### src/rtl/red_pitaya_asg_sweep.sv
// red_pitaya_asg_sweep
// Frequency-sweep scheduler for one ASG channel. It walks the 64-bit phase-step
// word from a start value to a stop value in fixed increments and holds each
// value for a programmable dwell time. The outputs drive the channel's
// set_step_i / set_step_lo_i inputs.
// Optional feature: define ASG_SWEEP_PINGPONG_EN to make mode 2 a ping-pong
// sweep. When it is undefined, mode 2 behaves as repeat and the swap logic is
// not built.
module red_pitaya_asg_sweep #(
    parameter int DWW  = 32,
    parameter int CNTW = 16
) (
    input  logic            dac_clk_i,
    input  logic            dac_rstn_i,
    input  logic            cfg_en_i,
    input  logic            cfg_rst_i,
    input  logic            start_i,
    input  logic            pause_i,
    input  logic [63:0]     cfg_start_i,
    input  logic [63:0]     cfg_stop_i,
    input  logic [63:0]     cfg_inc_i,
    input  logic [DWW-1:0]  cfg_dwell_i,
    input  logic [1:0]      cfg_mode_i,
    output logic [31:0]     step_o,
    output logic [31:0]     step_lo_o,
    output logic            step_vld_o,
    output logic            busy_o,
    output logic            done_o,
    output logic [CNTW-1:0] sweep_cnt_o,
    output logic [1:0]      state_o
);

    typedef enum logic [1:0] {
        ST_IDLE = 2'd0,
        ST_RUN  = 2'd1,
        ST_HOLD = 2'd2
    } state_t;

    state_t          state;

    // Shadow copies of the configuration, captured on an accepted start
    logic [63:0]     sh_start;
    logic [63:0]     sh_stop;
    logic [63:0]     sh_inc;
    logic [DWW-1:0]  sh_dwell;
    logic [1:0]      sh_mode;
    logic            up;

    logic [63:0]     step;
    logic [DWW-1:0]  dwell_cnt;
    logic            step_vld;
    logic            done;
    logic [CNTW-1:0] sweep_cnt;

    // Derived next-state values
    logic [DWW-1:0]  dwell_ini;
    logic [DWW-1:0]  dwell_rel;
    logic [64:0]     next_sum;
    logic            clamp;
    logic [63:0]     step_adv;
    logic            at_stop;
    logic            is_rep;
`ifdef ASG_SWEEP_PINGPONG_EN
    logic            is_pp;
`endif

    // Saturating increment of the completed-sweep counter
    function automatic logic [CNTW-1:0] sat_inc(input logic [CNTW-1:0] v);
        if (&v)
            return v;
        return v + CNTW'(1);
    endfunction

    // A dwell of 0 is treated as 1, so the reload value never underflows
    function automatic logic [DWW-1:0] dwell_load(input logic [DWW-1:0] d);
        if (d == '0)
            return '0;
        return d - DWW'(1);
    endfunction

    // Next step value: 65-bit add/sub so carry or borrow flags a wrap, then clamp to stop
    always_comb begin
        dwell_ini = dwell_load(cfg_dwell_i);
        dwell_rel = dwell_load(sh_dwell);
        next_sum  = '0;
        clamp     = 1'b0;
        if (up) begin
            next_sum = {1'b0, step} + {1'b0, sh_inc};
            clamp    = (sh_inc == 64'd0) || next_sum[64] || (next_sum[63:0] >= sh_stop);
        end else begin
            next_sum = {1'b0, step} - {1'b0, sh_inc};
            clamp    = (sh_inc == 64'd0) || next_sum[64] || (next_sum[63:0] <= sh_stop);
        end
        step_adv = clamp ? sh_stop : next_sum[63:0];
        at_stop  = (step == sh_stop);
`ifdef ASG_SWEEP_PINGPONG_EN
        is_rep   = (sh_mode == 2'd1);
        is_pp    = (sh_mode == 2'd2);
`else
        is_rep   = (sh_mode == 2'd1) || (sh_mode == 2'd2);
`endif
    end

    // Sweep sequencer: IDLE/RUN/HOLD with registered step, pulses and counter
    always_ff @(posedge dac_clk_i or negedge dac_rstn_i) begin
        if (!dac_rstn_i) begin
            state     <= ST_IDLE;
            sh_start  <= '0;
            sh_stop   <= '0;
            sh_inc    <= '0;
            sh_dwell  <= '0;
            sh_mode   <= '0;
            up        <= 1'b0;
            step      <= '0;
            dwell_cnt <= '0;
            step_vld  <= 1'b0;
            done      <= 1'b0;
            sweep_cnt <= '0;
        end else begin
            step_vld <= 1'b0;
            done     <= 1'b0;
            if (cfg_rst_i) begin
                state     <= ST_IDLE;
                step      <= '0;
                sweep_cnt <= '0;
            end else begin
                case (state)
                    ST_IDLE: begin
                        if (start_i && cfg_en_i) begin
                            sh_start  <= cfg_start_i;
                            sh_stop   <= cfg_stop_i;
                            sh_inc    <= cfg_inc_i;
                            sh_dwell  <= cfg_dwell_i;
                            sh_mode   <= cfg_mode_i;
                            up        <= (cfg_stop_i >= cfg_start_i);
                            step      <= cfg_start_i;
                            step_vld  <= 1'b1;
                            dwell_cnt <= dwell_ini;
                            state     <= ST_RUN;
                        end
                    end
                    ST_RUN, ST_HOLD: begin
                        // A paused cycle freezes everything; the first unpaused
                        // cycle counts as a normal run cycle so the delay equals
                        // the number of paused cycles.
                        if (pause_i) begin
                            state <= ST_HOLD;
                        end else begin
                            state <= ST_RUN;
                            if (dwell_cnt != '0) begin
                                dwell_cnt <= dwell_cnt - DWW'(1);
                            end else if (!at_stop) begin
                                step      <= step_adv;
                                step_vld  <= 1'b1;
                                dwell_cnt <= dwell_rel;
                            end else begin
                                sweep_cnt <= sat_inc(sweep_cnt);
                                if (is_rep) begin
                                    step      <= sh_start;
                                    step_vld  <= 1'b1;
                                    dwell_cnt <= dwell_rel;
                                end
`ifdef ASG_SWEEP_PINGPONG_EN
                                else if (is_pp) begin
                                    // Turnaround: stop becomes the new start; the
                                    // step already holds it, so no valid pulse.
                                    sh_start  <= sh_stop;
                                    sh_stop   <= sh_start;
                                    up        <= ~up;
                                    dwell_cnt <= dwell_rel;
                                end
`endif
                                else begin
                                    done  <= 1'b1;
                                    state <= ST_IDLE;
                                end
                            end
                        end
                    end
                    default: state <= ST_IDLE;
                endcase
            end
        end
    end

    assign step_o      = step[63:32];
    assign step_lo_o   = step[31:0];
    assign step_vld_o  = step_vld;
    assign done_o      = done;
    assign sweep_cnt_o = sweep_cnt;
    assign state_o     = state;
    assign busy_o      = (state != ST_IDLE);

endmodule

### config.mk
export PLATFORM = sky130hd
export DESIGN_NAME = red_pitaya_asg_sweep
export DESIGN_NICKNAME = d
export VERILOG_FILES = /design/src/rtl/red_pitaya_asg_sweep.sv
export SDC_FILE = /design/constraint.sdc
export NUM_CORES = 2
export LEC_CHECK = 0
export BUFFER_PORTS_ARGS = -buffer_cell sky130_fd_sc_hd__buf_2
export CORE_AREA = 10 10 280 349
export DETAILED_ROUTE_END_ITERATION = 12
export DIE_AREA = 0 0 290 359
export GPL_ROUTABILITY_DRIVEN = 0
export PLACE_DENSITY_LB_ADDON = 0.12
export REMOVE_ABC_BUFFERS = 1
export SLEW_MARGIN = 5
export SYNTH_ARGS = -nofsm -noshare
export SYNTH_HDL_FRONTEND = slang
export SYNTH_SLANG_ARGS = --single-unit
export TNS_END_PERCENT = 1
### constraint.sdc
create_clock -name dac_clk_i -period 4.9 [get_ports dac_clk_i]
set_input_delay 0.98 -clock dac_clk_i [delete_from_list [all_inputs] [get_ports dac_clk_i]]
set_output_delay 0.98 -clock dac_clk_i [all_outputs]
set_load 0.03 [all_outputs]
==> flow_metrics.env <==
export IMPL_htreeDepth=2
export IMPL_fin_nets=5364
export IMPL_worst_slew_pin_slew_ns=1.04
export IMPL_placed_area_um2=40200
export IMPL_clkTransAtPathRegs_ns=0.06
export IMPL_ir_worst_vdd_v=0.000327
export IMPL_finalSetupViolCount=64
export IMPL_cp_required_ns=5.39
export IMPL_r2r_slack_ns=-0.99
export IMPL_yosysWarningCount=0
export IMPL_drt_iter0_drc=2350
export IMPL_max_stage_delay_ns=0.50
export IMPL_insertion_delay_ns=0.66
export IMPL_grt_pass1_wl_um=223000
export IMPL_vias=33481
export IMPL_slew_headroom_pct=30.5
export IMPL_outcome="complete, but fails checks"
export IMPL_ys_seq_area_share_pct=27.3
export IMPL_pin_count=317
export IMPL_finalHoldViolations=0
export IMPL_p_sw_share_pct=47.5
export IMPL_clock_path_buffers=3
export IMPL_yosysTopAreaCell="dfrtp_1"
export IMPL_seqPwrFrac_pct=16.0
export IMPL_grt_overflow=0
export IMPL_tritoncts="done"
export IMPL_synth_top_area_share_pct=27.3
export IMPL_crit_end="step[31]"
export IMPL_setup_slack_ns=-0.989
export IMPL_cts_buffers=46
export IMPL_r2r_cells=29
export IMPL_die_height_um=359
export IMPL_drive_gt1_share_pct=32.8
export IMPL_ys_flop_type="dfrtp_1"
export IMPL_ant_nets=0
export IMPL_syn_avg_cell_area_um2=8.31
export IMPL_crit_type="reg2reg"
export IMPL_ctsHoldBuffers=0
export IMPL_synth_edff_count=0
export IMPL_hold_path_class="in2async"
export IMPL_cpMaxStageDelayCell="or4_4"
export IMPL_fmax_ghz=0.170
export IMPL_core_um2=90900
export IMPL_p_int_uw=15300
export IMPL_register_area_um2=8590
export IMPL_track_usage_pct=27.9
export IMPL_synthArstFlopShare_pct=100
export IMPL_drc=0
export IMPL_crit_top_cell="buf_6"
export IMPL_fin_setup_tns_ns=-51.69
export IMPL_cp_max_fo=5
export IMPL_nFillCells=9149
export IMPL_critPathLaunchType="register"
export IMPL_clock_sinks=343
export IMPL_utilization_pct=47.4
export IMPL_cp_data_arrival_time_ns=6.38
export IMPL_gr_usage_met1_pct=32.7
export IMPL_r2r_start="sh_inc[18]"
export IMPL_dieArea_um2=104000
export IMPL_grt_pass1_vias=34346
export IMPL_dpl_worst_slack_ns=-1.66
export IMPL_area_growth_pct=37.1
export IMPL_clkPwrFrac_pct=12.3
export IMPL_start_util_pct=34.6
export IMPL_min_period_over_period_pct=120
export IMPL_synthTopCellsByArea="dfrtp_1 (27%), ha_1 (13%), xnor2_1 (6.5%)"
export IMPL_postSynthCellCount=3781
export IMPL_ys_ff_latch=343
export IMPL_routed_wl_um=151000
export IMPL_portBuffers=316
export IMPL_antenna_found_initial=18
export IMPL_critPathLaunch="sh_inc[18]"
export IMPL_syn_area_um2=31400
export IMPL_p_comb_share_pct=71.7
export IMPL_finClkSkew_ns=0.0559
export IMPL_grt_max_degree=97
export IMPL_r2r_end="step[31]"
export IMPL_avgRoutedWirePerCell_um=25.1
export IMPL_viasPerCell=5.55
export IMPL_fp_dieW_um=290
export IMPL_cts_root_buf="clkbuf_16"
export IMPL_endpoint_kind="register"
export IMPL_power_uw=29100
export IMPL_maxCapViolations=0
export IMPL_use_met2_pct=47.5
export IMPL_met3_usage_pct=4.76
export IMPL_top_usage_layer="met2"
export IMPL_multi_input_area_um2=22100
export IMPL_power_switching_uw=13800
export IMPL_leakage_uw=0.0206
export IMPL_drtPass1Iterations=6
export IMPL_violations="negative setup slack"
export IMPL_drv_slew=0
export IMPL_hpwl_um=124000
export IMPL_finalWorstPathRequiredPeriod_ns=5.89
export IMPL_final_area_um2=43100
export IMPL_rows=124
export IMPL_rsz0062_at_grt="true"
export IMPL_synth_cell_types=92
export IMPL_powerDensity_nw_per_um2=675
routing by layer:
layer  up-vias  wire [µm]
met5         -        136
met4        22      10100
met3       383       8790
met2      1118      71900
met1     16234      60500
li1      15724          -
worst max-delay path: cells and delay by family (launching register included):
kind                     cells  cell delay (ns)
AO/OA/AOI/OAI               10             1.53
buffers and inverters        9             1.17
AND/OR/NAND/NOR              7             1.92
flip-flops                   1             0.39
XOR/XNOR                     1             0.16
adder cells (fa/ha/maj)      2             0.52
cells by family after synthesis:
group	Yosys count	synth area share, %
AO/OA/AOI/OAI	1052	21.2
XOR/XNOR	292	8.14
adder cells (fa/ha/maj)	328	13.1
buffers and inverters	469	5.76
flip-flops	343	27.3
multiplexers	213	7.52
AND/OR/NAND/NOR	1084	16.9
synth_stat cells (28+ instances only):
master / instances
mux2i_1: 36
xor2_1: 60
o31ai_1: 37
or3_1: 32
a211o_1: 30
o21ai_0: 231
o211ai_1: 34
o21bai_1: 29
xnor2_1: 232
nor2b_1: 32
nor4_1: 75
dfrtp_1: 343
a22oi_1: 28
clkbuf_1: 137
mux2_2: 174
nand3_1: 64
a31oi_1: 36
a21oi_1: 338
nor3_1: 80
ha_1: 326
nand4_1: 86
inv_1: 277
nand2_1: 262
and3_1: 58
a21o_1: 77
nor2_1: 292
worst min-delay path by stage:
stage | to | slack [ns] | cells past startpoint
after floorplan | sh_start[3] | 0.44 | 2
after global placement | sh_start[57] | 0.46 | 2
after detailed placement | sh_start[57] | 0.47 | 2
after CTS | sweep_cnt_o[8] | 0.40 | 1
after global routing | sweep_cnt_o[7] | 0.41 | 1
final | sweep_cnt_o[7] | 0.37 | 1
placed cells by master, fill, tap and decap left out, types with 33 or more instances in the layout:
master	instances
xnor2_1	229
o21ai_0	198
a21oi_1	317
clkbuf_16	46
and3_1	58
o211ai_1	34
buf_4	806
o21ai_1	37
ha_1	309
nand3_1	60
buf_2	315
o31ai_1	33
mux2_2	171
dfrtp_1	338
nor3_1	75
a21o_1	76
nand2_1	260
xor2_1	59
nor2_1	279
nor4_1	67
inv_1	272
mux2i_1	36
nand4_1	86
flip-flops by register name, summed over array words and instances, names as in the netlist:
name and count:
dwell_cnt 32, sh_inc 64, state_o 2, sh_start 64, sh_stop 64, sh_dwell 32, sweep_cnt_o 16, step 64
done_o 1, sh_mode 2, step_vld_o 1, up 1
stage by stage:
step,cells,hold slack (ns)
floorplan,3597,0.444
global placement,5921,0.461
detailed placement,5921,0.468
CTS,6022,0.399
global route,6037,0.415
finish,6037,0.374
timing repair:
action,in CTS,in global routing
buffers inserted,22,11
endpoints found under the setup margin,64,64
resized for setup,153,80
pin swaps,74,44
gates cloned,3,0
power groups by stage:
stage / logic (µW) / registers [µW] / clock network [µW]
after global routing: 22400 / 4760 / 3750
after detailed placement: 19000 / 4650 / 0
after floorplan: 9630 / 4760 / 0
after global placement: 19000 / 4640 / 0
after CTS: 20100 / 4630 / 3650
final: 20900 / 4660 / 3570
cell type report:
type	count	share of cell area, %
Inverter	285	2.48
Multi-Input combinational cell	2969	51.3
Tap cell	1197	3.47
Sequential cell	343	19.9
Clock inverter	23	0.772
Timing Repair Buffer	1159	19.2
Clock buffer	57	2.81
Antenna cell	4	0.0232
Note: power is estimated with default switching activity, not from simulation.
